**config.mk**
```make
export PLATFORM = sky130hd
export DESIGN_NAME = matrix_loader
export DESIGN_NICKNAME = d
export VERILOG_FILES = /design/src/rtl/matrix_pkg.sv /design/src/rtl/matrix_index_counter.sv /design/src/rtl/matrix_loader.sv
export SDC_FILE = /design/constraint.sdc
export NUM_CORES = 1
export LEC_CHECK = 0
export ABC_AREA = 1
export BUFFER_PORTS_ARGS = -buffer_cell sky130_fd_sc_hd__buf_2
export CORE_UTILIZATION = 48
export CTS_CLUSTER_SIZE = 10
export DETAILED_ROUTE_END_ITERATION = 6
export PLACE_DENSITY = 0.76
export SLEW_MARGIN = 40
export SYNTH_ARGS = -nofsm -noshare
export SYNTH_HDL_FRONTEND = slang
export SYNTH_SLANG_ARGS = --single-unit
export TNS_END_PERCENT = 100
```
**constraint.sdc**
```tcl
create_clock -name clock -period 1.8 [get_ports clock]
set_input_delay 0.09 -clock clock [delete_from_list [all_inputs] [get_ports clock]]
set_output_delay 0.09 -clock clock [all_outputs]
set_load 0.01 [all_outputs]
```
**src/rtl/matrix_pkg.sv**
```systemverilog
// Shared definitions for the matrix arithmetic slice: element/grid geometry,
// the loader state encoding and the flat-bus slot addressing helper.
package matrix_pkg;

  localparam int ELEM_W = 8;
  localparam int MAX_N  = 5;
  localparam int FLAT_W = MAX_N * MAX_N * ELEM_W;

  typedef enum logic [1:0] {
    IDLE = 2'd0,
    LOAD = 2'd1,
    HOLD = 2'd2
  } loader_state_t;

  // LSB of element (row,col) on the row-major flat bus; the stride is always
  // MAX_N so consumers can decode any order with the same formula.
  function automatic int slot_lsb(input int row, input int col);
    return ELEM_W * (MAX_N * row + col);
  endfunction

endpackage

```
**src/rtl/matrix_index_counter.sv**
```systemverilog
// Row/column position counter for the matrix loader. The column wraps at the
// configured order and carries into the row; 'last' flags the final slot.
module matrix_index_counter
  import matrix_pkg::*;
(
  input  logic       clock,
  input  logic       reset_n,
  input  logic       clear,
  input  logic       step,
  input  logic [2:0] order,
  output logic [2:0] row,
  output logic [2:0] col,
  output logic       last
);

  logic [2:0] top_index;

  assign top_index = order - 3'd1;
  assign last      = (row == top_index) && (col == top_index);

  // Advance one slot per accepted element; clear restarts at (0,0).
  always_ff @(posedge clock or negedge reset_n) begin
    if (!reset_n) begin
      row <= 3'd0;
      col <= 3'd0;
    end else if (clear) begin
      row <= 3'd0;
      col <= 3'd0;
    end else if (step) begin
      if (col == top_index) begin
        col <= 3'd0;
        row <= row + 3'd1;
      end else begin
        col <= col + 3'd1;
      end
    end
  end

endmodule

```
**src/rtl/matrix_loader.sv**
```systemverilog
// Byte-serial matrix loader: accepts one signed element per valid/ready
// handshake, places it in a zero-padded 5x5 row-major flat bus and presents
// the finished matrix with a valid/ack handshake.
module matrix_loader
  import matrix_pkg::*;
(
  input  logic              clock,
  input  logic              reset_n,
  input  logic [2:0]        cfg_n,
  input  logic              load_start,
  input  logic [ELEM_W-1:0] in_data,
  input  logic              in_valid,
  output logic              in_ready,
  output logic [FLAT_W-1:0] A_flat,
  output logic              matrix_valid,
  input  logic              matrix_ack,
  output logic              busy,
  output logic              cfg_error
);

  loader_state_t state;
  logic [2:0]    order;
  logic [2:0]    row;
  logic [2:0]    col;
  logic          last;
  logic          cfg_legal;
  logic          start_ok;
  logic          start_bad;
  logic          accept;

  assign cfg_legal = (cfg_n != 3'd0) && (cfg_n <= 3'(MAX_N));
  assign start_ok  = (state == IDLE) && load_start && cfg_legal;
  assign start_bad = (state == IDLE) && load_start && !cfg_legal;
  assign accept    = (state == LOAD) && in_valid;

  // Handshake outputs come straight from the registered state.
  assign in_ready     = (state == LOAD);
  assign matrix_valid = (state == HOLD);
  assign busy         = (state != IDLE);

  matrix_index_counter u_index (
    .clock   (clock),
    .reset_n (reset_n),
    .clear   (start_ok),
    .step    (accept),
    .order   (order),
    .row     (row),
    .col     (col),
    .last    (last)
  );

  // Loader FSM: IDLE -> LOAD on a legal start, LOAD -> HOLD on the final
  // element, HOLD -> IDLE when the consumer acknowledges.
  always_ff @(posedge clock or negedge reset_n) begin
    if (!reset_n) begin
      state <= IDLE;
    end else begin
      case (state)
        IDLE:    if (start_ok)        state <= LOAD;
        LOAD:    if (accept && last)  state <= HOLD;
        HOLD:    if (matrix_ack)      state <= IDLE;
        default:                      state <= IDLE;
      endcase
    end
  end

  // Latch the matrix order and track the sticky configuration error.
  always_ff @(posedge clock or negedge reset_n) begin
    if (!reset_n) begin
      order     <= 3'd1;
      cfg_error <= 1'b0;
    end else if (start_ok) begin
      order     <= cfg_n;
      cfg_error <= 1'b0;
    end else if (start_bad) begin
      cfg_error <= 1'b1;
    end
  end

  // Flat matrix register: cleared on a legal start so unused slots read zero,
  // then written one slot per accepted element; held otherwise.
  always_ff @(posedge clock or negedge reset_n) begin
    if (!reset_n) begin
      A_flat <= '0;
    end else if (start_ok) begin
      A_flat <= '0;
    end else if (accept) begin
      for (int r = 0; r < MAX_N; r++) begin
        for (int c = 0; c < MAX_N; c++) begin
          if ((row == 3'(r)) && (col == 3'(c))) begin
            A_flat[slot_lsb(r, c) +: ELEM_W] <= in_data;
          end
        end
      end
    end
  end

endmodule

```
==> summary.md, run 1 <==
| Metric | Value |
|---|---|
| Crit path buf inv count | 2 |
| Initial Util | 49.6% |
| Synth Warn # | 0 |
| Leakage Power | 6.33 nW |
| Tmin final | 1.74 ns |
| Worst Path Arrival | approximately 2.2 ns |
| Rows | 48 |
| I/O Pins | 220 |
| Finished Core Util | 65.3% |
| Place WS | -0.0905 ns |
| Crit path cell chain | inv_1 > ha_1 > inv_1 > nand2_1 > nand2_1 > nor2_1 > nand2_1 > nand2_2 > nand2_1 > nand2_1 > nand2_1 |
| WHS Path Cells | 5 |
| Final worst setup slack | 0.0626 ns |
| Layout Area Growth over Synthesis | 31.6% |
| Synthesized area | 8670 um^2 |
| Initial antenna violation count | 0 |
| Num CTS Buffers | 25 |
| Max-cap violation count | 0 |
| CP dominant cell by count | nand2_1 |
| DR vias/cell | 4.98 |
| First-pass GRT wire length | 37400 um |
| Hold Crit Class | in2reg |
| CTS sink cnt | roughly 210 |
| Peak VDD IR | around 1.1 mV |
| Outcome | finished clean |
| RSZ-0062 raised after global routing | true |
| Crit Path Category | reg2reg |
| Cell count along the critical path | 11 |
| CTS tree | done |
| Total GRT Usage | 26.5% |
| CP max-delay cell | dfstp_2 |
| Setup violators final | 0 |
| Post-DR wirelength/cell | 16.5 um |
| Antenna-violating nets left | 0 |
| Period utilization | a little over nine tenths |
| Sequential area share after synthesis | 61.2% |
| CP startpoint kind | register |
| Worst-margin pin slew | 0.530 ns |
| Die Ht | 136 um |
| F_max | 576 MHz |
| Slew Viols, Final | 0 |
| CTS root buf | clkbuf_16 |
| Distinct cells, synth | 23 |
| Clock Skew | 0.0202 ns |
| Synth Instances | between 900 and 1000 |
| Commonest non-fill, non-tap cell in the layout | nand2_1 |
| Final #Nets | 1265 |
| DRT iter0 DRCs | 463 |
| Worst skew pair latency | 0.52 ns |
| Worst R2R Path Depth | 11 |
| Core box area | between 15000 and 20000 um^2 |
| Fin Setup TNS | 0 ns |
| Element type at the critical path end | register |
| Clock transition at path regs | 0.06 ns |
| Final WL | 24400 um |
| GP Congestion | 0.864 |
| H-tree levels | 1 |
| Worst EP required | 2.21 ns |
| CP peak stage delay | 0.52 ns |
| Largest cells by area after synthesis | dfrtp_1 61%, nand2_1 17%, o21ai_0 6.2% |
| Delay-heaviest family, CP | simple AND/OR/NAND/NOR gates |
| PortBufs | 219 |
| Largest net degree at the start of global routing | 77 |
| Final hold vios | 0 |
| Fillcell total | ~1400 |
| Hold slack | 0.0419 ns |
| DRT Pass-1 Iters | 5 |
| Crit Path Max Fanout | 4 |
| Synth top area share | 60.9% |
| Most frequent cells in the layout | 397 x nand2_1, 218 x buf_2, 211 x dfrtp_1 |
| DRC errors left | 0 |
| Die span in x | 136 um |
| Relative slew slack | 64.6% |
| Grt ovf | 0 |
| Synth area leader | dfrtp_1 |
| Vias | around 7300 |
| P per Cell Area | about 1800 nW/um^2 |
| Syn avg cell area | 9.13 um^2 |
| Vias in the first global route | 6879 |
| Syn Nets | 977 |
| Clock Tree Buf Depth | 3 |
| Layout cells sized above 1 | 30.5% |
| Seq cells post-synth | 212 |
| DP HPWL | 16100 um |
| Antenna cell count | 0 |
| Die area | approximately 19000 um^2 |
[where the power goes]
group / switching, W / leakage (nW) / internal (W) / total (W)
clock network: 0.00186 / 0.327 / 0.00252 / 0.00438
logic: 0.00468 / 3.27 / 0.00312 / 0.00780
registers: 0.00122 / 2.73 / 0.00684 / 0.00806
[registers in the layout (all words and copies together) (netlist names)]
register     cells
A_flat         200
cfg_error        1
u_index.row      3
state            2
u_index.col      3
order            3
[worst paths after layout]
kind | from | to | slack, ns
max in group asynchronous | reset_n | A_flat[63] | 1.07
setup / recovery | order[0] | u_index.row[0] | 0.06
min in group asynchronous | reset_n | A_flat[58] | 0.06
hold / removal | in_data[2] | A_flat[34] | 0.04
setup reg to reg | order[0] | u_index.row[0] | 0.06
hold reg to reg | A_flat[186] | A_flat[186] | 0.46
[synth_stat cells]
cell type and count:
nand2_1 404, dfrtp_1 211, o21ai_0 108, inv_1 78
nor2_1 22, nor2_2 20, buf_2 17, o21ai_1 16
ha_1 11, inv_2 11, buf_6 9, nand3_1 9
o21ai_2 8, nand2_4 7, nor2_4 6, nand4_1 4
nand2_2 2, nand3_2 2, buf_4 1, dfstp_2 1
nand3_4 1, nand4_2 1, xor2_1 1
[kinds of logic after synthesis]
group,Yosys count,share of synthesized area (%)
flops,212,61.2
fa+ha+maj,11,1.59
buf+inv,116,6.09
simple gates,478,23.1
xor+xnor,1,0.101
compound gates,132,7.96
[cell type report]
cell class / count / area [um^2] / area share, %
Clock inverter: 3 / 21.3 / 0.186
Tap cell: 225 / 282 / 2.47
Clock buffer: 34 / 659 / 5.78
Inverter: 89 / 349 / 3.06
Timing Repair Buffer: 288 / 1820 / 16.0
Multi-Input combinational cell: 622 / 2980 / 26.1
Sequential cell: 212 / 5310 / 46.5
[metrics by stage]
step / cell area [um^2] / instances / total power, W
finish: 11400 / 1473 / 0.0202
global route: 11400 / 1473 / 0.0216
CTS: 11100 / 1465 / 0.0200
detailed placement: 10300 / 1421 / 0.0155
global placement: 10300 / 1421 / 0.0152
floorplan: 8670 / 950 / 0.0119
[what timing repair did]
action                                  in CTS  in global routing
endpoints found under the hold margin      224                  0
endpoints found under the setup margin      38                126
cloned                                       0                  1
gates resized for setup                      3                 52
pin swaps                                    0                  6
hold buffers                                 7                  0
setup buffers                                0                 13
[layer usage]
metal / vias to the layer above / share of wire (%) / GRT usage (%)
met1: 3488 / 43 / 35.4
li1: 3515 / - / -
met3: 25 / 8.4 / 6.49
met2: 302 / 47 / 42.9
met4: 0 / 1.5 / 7.04
met5: - / 0 / 0
[worst min-delay path, stage by stage]
cell and delay (ns):
buf_2 0.11, nand2_4 0.07, inv_4 0.11, nand2_1 0.08, nand2_1 0.05
Power figures use the tool's default switching activity.
==> inputs of run 2 (changes only) <==
--- a/config.mk
+++ b/config.mk
@@ -5,12 +5,12 @@
 export SDC_FILE = /design/constraint.sdc
 export NUM_CORES = 1
 export LEC_CHECK = 0
-export ABC_AREA = 1
 export BUFFER_PORTS_ARGS = -buffer_cell sky130_fd_sc_hd__buf_2
-export CORE_UTILIZATION = 48
+export CORE_ASPECT_RATIO = 0.75
+export CORE_UTILIZATION = 49
 export CTS_CLUSTER_SIZE = 10
 export DETAILED_ROUTE_END_ITERATION = 6
-export PLACE_DENSITY = 0.76
+export PLACE_DENSITY = 0.75
 export SLEW_MARGIN = 40
 export SYNTH_ARGS = -nofsm -noshare
 export SYNTH_HDL_FRONTEND = slang
==> summary.md, run 2 <==
| Metric | Value |
|---|---|
| P per Cell Area | 1490 nW/um^2 |
| Final #Nets | ~1100 |
| First-pass GRT wire length | between 30000 and 40000 um |
| Die Ht | 121 um |
| Worst skew pair latency | 0.52 ns |
| Worst EP required | around 2.2 ns |
| Max-cap violation count | 0 |
| Synth top cells by count | 211 x dfrtp_1, 205 x nor2_1, 200 x mux2i_1 |
| Worst R2R Path Depth | 6 |
| Top FF cell, synth | dfrtp_1 |
| EDFF count, synth | 0 |
| Hold Path End | cfg_error |
| CP startpoint kind | register |
| Most frequent cells in the layout | 218 x buf_2, 207 x dfrtp_1, 205 x nor2_1 |
| DRT Pass-1 Iters | 4 |
| Clock transition at path regs | 0.06 ns |
| F_max | 562 MHz |
| Antenna-violating nets left | 0 |
| Largest cells by area after synthesis | dfrtp_1 57%, mux2i_1 22%, nor2_1 8.3% |
| Hold_sp | load_start |
| Relative slew slack | roughly half |
| Tmin final | 1.78 ns |
| Launch point of the worst reg-to-reg path | order[0] |
| Largest net degree at the start of global routing | 75 |
| Capturing point of the worst reg2reg path | state[0] |
| Fillcell total | roughly 1400 |
| Initial Util | 50.0% |
| Worst-margin pin slew | ~0.74 ns |
| Syn Nets | 801 |
| Die span in x | 160 um |
| I/O Pins | 220 |
| Outcome | finished clean |
| Synth Instances | 774 |
| Layout Area Growth over Synthesis | 31.4% |
| Grt ovf | 0 |
| Hold slack | ~0.12 ns |
| Seq cells post-synth | 212 |
| Synth area leader | dfrtp_1 |
| Crit Path Max Fanout | 5 |
| Worst Path Arrival | 2.19 ns |
| Post-DR wirelength/cell | 19.0 um |
| Period utilization | a little over nine tenths |
| DRT iter0 DRCs | 454 |
| PortBufs | 219 |
| Synth top area share | 57.2% |
| Slew Viols, Final | 0 |
| Total GRT Usage | approximately a quarter |
| Ys async rst share | 100% |
| DP HPWL | between 15000 and 20000 um |
| Clock Skew | roughly 0.017 ns |
| Synthesized area | 9220 um^2 |
| Reg with most FFs | A_flat |
| Syn avg cell area | between 10 and 15 um^2 |
| Count leader, synth | dfrtp_1 |
| Reg2Reg Setup Slack | 0.02 ns |
| Max reg flops | 200 |
| Peak VDD IR | 0.997 mV |
| Initial antenna violation count | 0 |
| Finished Core Util | roughly 66% |
| Vias | roughly 6600 |
| Sequential area share after synthesis | 57.5% |
| Die area | 19400 um^2 |
| Core box area | 18500 um^2 |
| Num CTS Buffers | 25 |
| CTS root buf | clkbuf_16 |
| Distinct cells, synth | 44 |
| Final hold vios | 0 |
| Vias in the first global route | 6595 |
| Crit Path Category | reg2reg |
| RSZ-0062 raised after global routing | true |
| Leakage Power | roughly 6.7 nW |
| H-tree levels | 1 |
| Hold Crit Class | in2reg |
| CTS tree | done |
| Antenna cell count | 0 |
| Rows | 43 |
| DRC errors left | 0 |
| DR vias/cell | 5.18 |
| Clock Tree Buf Depth | 3 |
| Setup violators final | 0 |
| CTS sink cnt | 212 |
| Commonest non-fill, non-tap cell in the layout | buf_2 |
| WHS Path Cells | 5 |
| Element type at the critical path end | register |
| Layout cells sized above 1 | 36.0% |
| Final WL | 24200 um |
| GP Congestion | 0.845 |
| Synth Warn # | 0 |
[run 2: changes by cell type in the layout (fill, tap and decap cells not counted), sizes merged, moves of 8 or more]
cell	before	now
nand3	12	4
nand2	413	10
inv	90	13
o21ai	132	2
nor3	0	14
nor2	48	209
clkbuf	36	27
mux2i	0	200
[run 2: worst max-delay path, stage by stage, from the launching register on]
cell and delay [ns]:
dfstp_2 0.52, inv_1 0.07, ha_4 0.29, xor2_2 0.18, and3_4 0.25, nand3_1 0.14, a21o_1 0.22
[run 2: layout make-up]
type | instances | area (um^2) | share of cell area (%)
Inverter | 12 | 50.0 | 0.413
Sequential cell | 212 | 5310 | 43.8
Clock inverter | 2 | 17.5 | 0.145
Multi-Input combinational cell | 491 | 3840 | 31.7
Clock buffer | 26 | 629 | 5.19
Timing Repair Buffer | 287 | 1960 | 16.2
Tap cell | 247 | 309 | 2.55
[run 2: routing by layer]
layer | GRT usage [%] | routed length [um] | share of wire [%] | vias up
met5 | 0 | 0 | 0 | -
met4 | 5.18 | 321 | 1.3 | 0
met3 | 7.79 | 2340 | 9.7 | 30
met2 | 36.4 | 10600 | 44 | 252
met1 | 36.2 | 10900 | 45 | 3258
li1 | - | - | - | 3077
[run 2: logic make-up (layout without fill, tap and decap cells)]
family | Yosys count | count (layout) | share of synthesized area, %
flip-flops | 212 | 212 | 57.5
adder cells (fa/ha/maj) | 11 | 11 | 1.49
XOR/XNOR | 8 | 8 | 0.909
buffers and inverters | 71 | 327 | 3.58
multiplexers | 201 | 201 | 21.8
AO/OA/AOI/OAI | 9 | 9 | 0.678
AND/OR/NAND/NOR | 262 | 262 | 14.0
[run 2: what timing repair did]
action / CTS / global route
hold buffers: 5 / 0
setup endpoints to repair: 145 / 200
setup buffers: 1 / 5
hold endpoints to repair: 63 / 0
pin swaps: 1 / 12
resized for setup: 14 / 45
[run 2: how the worst max path moves through the flow]
stage | start | to | cells past startpoint
after global placement | u_index.col[1] | A_flat[26] | 6
after global routing | u_index.row[1] | A_flat[130] | 8
after CTS | u_index.row[0] | A_flat[177] | 6
after detailed placement | u_index.row[0] | A_flat[171] | 6
after floorplan | u_index.row[1] | A_flat[64] | 6
final | order[0] | state[0] | 6
[run 2: metrics by stage]
stage / cell area, um^2 / setup slack, ns / total power, W / TNS (ns) / cells
after floorplan: 9220 / 0.0197 / 0.0105 / 0 / 774
after global placement: 11100 / -0.0629 / 0.0130 / -2.63 / 1238
after detailed placement: 11100 / -0.127 / 0.0132 / -6.55 / 1238
after CTS: 11900 / -0.0156 / 0.0177 / -0.0646 / 1272
after global routing: 12100 / -0.0402 / 0.0191 / -0.557 / 1277
final: 12100 / 0.0203 / 0.0181 / 0 / 1277
[run 2: power by group]
| group | internal, W | switching [W] | total, W |
|---|---|---|---|
| Sequential | 0.00618 | 0.000849 | 0.00703 |
| Clock | 0.00245 | 0.00180 | 0.00425 |
| Combinational | 0.00300 | 0.00383 | 0.00683 |
==> inputs of run 3 (changes only) <==
--- a/config.mk
+++ b/config.mk
@@ -10,7 +10,9 @@
 export CORE_UTILIZATION = 49
 export CTS_CLUSTER_SIZE = 10
 export DETAILED_ROUTE_END_ITERATION = 6
+export HOLD_SLACK_MARGIN = 0.1
 export PLACE_DENSITY = 0.75
+export RECOVER_POWER = 50
 export SLEW_MARGIN = 40
 export SYNTH_ARGS = -nofsm -noshare
 export SYNTH_HDL_FRONTEND = slang
==> summary.md, run 3 (same netlist as run 2, synthesis figures left out) <==
| Metric | Value |
|---|---|
| Worst skew pair latency | 0.51 ns |
| DRT iter0 DRCs | 505 |
| Relative slew slack | -0.744% |
| Power Total | 0.0180 W |
| Die area | approximately 19000 um^2 |
| Post-DR wirelength/cell | 19.0 um |
| Grt ovf | 0 |
| Setup violators final | 0 |
| Vias in the first global route | between 6000 and 7000 |
| Crit Path Max Fanout | 5 |
| Element type at the critical path end | register |
| DRC errors left | 0 |
| Antenna-violating nets left | 0 |
| Antenna cell count | 0 |
| Initial antenna violation count | 0 |
| GP Congestion | 0.845 |
| Layout Area Growth over Synthesis | 30.0% |
| Place WS | -0.127 ns |
| Die Ht | 121 um |
| Clock Skew | 0.0117 ns |
| Leakage Power | 6.31 nW |
| I/O Pins | 220 |
| DR vias/cell | 5.19 |
| Slew Viols, Final | 60 |
| Reg with most FFs | A_flat |
| First-pass GRT wire length | around 38000 um |
| Num CTS Buffers | 25 |
| Clock transition at path regs | around 0.060 ns |
| Worst-margin pin slew | 1.51 ns |
| Final WL | 24300 um |
| Initial Util | between 40 and 50% |
| H-tree levels | 1 |
| Final hold vios | 0 |
| Max reg flops | 200 |
| Failing checks | capacitance limit, slew limit |
| Peak VDD IR | ~0.96 mV |
| F_max | approximately 570 MHz |
| Layout cells sized above 1 | 27.5% |
| Hold Crit Class | in2reg |
| Die span in x | 160 um |
| Largest net degree at the start of global routing | 75 |
| Period utilization | 98.2% |
| Commonest non-fill, non-tap cell in the layout | dfrtp_1 |
| Final worst setup slack | 0.0319 ns |
| Worst Path Arrival | around 2.2 ns |
| CP startpoint kind | register |
| PortBufs | about 220 |
| Core box area | ~18000 um^2 |
| Final #Nets | between 1000 and 1500 |
| P per Cell Area | 1500 nW/um^2 |
| Tmin final | 1.77 ns |
| DP HPWL | 15200 um |
| Outcome | finished, violations left |
| CTS sink cnt | 212 |
| CTS root buf | clkbuf_16 |
| DRT Pass-1 Iters | 5 |
| RSZ-0062 raised after global routing | true |
| Finished Core Util | 65.0% |
| Fin Setup TNS | 0 ns |
| Clock Tree Buf Depth | 3 |
| Vias | 6634 |
| Worst EP required | roughly 2.2 ns |
| CTS tree | done |
| Fillcell total | 1419 |
| Most frequent cells in the layout | 207 x dfrtp_1, 205 x nor2_1, 197 x mux2i_1 |
| Crit Path Category | reg2reg |
| Rows | 43 |
| Max-cap violation count | 1 |
| Total GRT Usage | 24.9% |
==> run 3: changes by cell type in the layout (fill, tap and decap cells not counted), moves of 2 or more <==
cell / delta
buf_12: -2
buf_2: -85
buf_4: -2
clkbuf_1: +87
dlygate4sd3_1: +2
==> run 3: final timing paths <==
check / start / endpoint / slack [ns] / cells after the start
max in group asynchronous: reset_n / A_flat[108] / 0.27 / 3
min reg2reg: cfg_error / cfg_error / 0.50 / 2
max reg2reg: order[0] / state[0] / 0.03 / 6
min: in_data[3] / A_flat[147] / 0.13 / 3
max: order[0] / state[0] / 0.03 / 6
min in group asynchronous: reset_n / A_flat[152] / 0.52 / 2
==> run 3: worst max-delay path, cell delays in order, from the launching register on <==
cell and delay (ns):
dfstp_2 0.52, inv_1 0.07, ha_4 0.29, xor2_2 0.18
and3_4 0.25, nand3_1 0.14, a21o_1 0.21
==> run 3: routing by layer <==
| metal | GRT usage (%) | vias to the layer above | part of all wire, % |
|---|---|---|---|
| li1 | - | 3082 | - |
| met5 | 0 | - | 0 |
| met2 | 36.5 | 233 | 44 |
| met4 | 5.06 | 0 | 1.4 |
| met3 | 7.79 | 29 | 8.7 |
| met1 | 36.3 | 3290 | 46 |
==> run 3: cell type report <==
type | count | area (um^2) | share of cell area [%]
multi-input cells | 491 | 3830 | 31.9
inverters | 12 | 47.5 | 0.397
well taps | 247 | 309 | 2.58
repair buffers | 289 | 1850 | 15.4
clock buffers | 26 | 629 | 5.25
flip-flops and latches | 212 | 5310 | 44.3
clock inverters | 2 | 17.5 | 0.146
==> run 3: per-stage QoR <==
stage               cell area, um^2  hold slack (ns)  std cells
global placement              11100            0.125       1238
global route                  12000            0.126       1279
detailed placement            11100            0.124       1238
CTS                           11900            0.106       1274
finish                        12000            0.133       1279
floorplan                      9220           -0.206        774
==> run 3: where the power goes <==
group	switching (W)	internal [W]
clock network	0.00179	0.00245
logic	0.00382	0.00285
registers	0.000858	0.00618
total	0.00647	0.0115
==> run 3: what timing repair did <==
item                                    CTS  global route
buffers inserted                          1             5
hold buffers                              7             0
pin swaps                                 1            12
endpoints found under the hold margin   218             0
endpoints found under the setup margin  145           203
resized for setup                        14            43
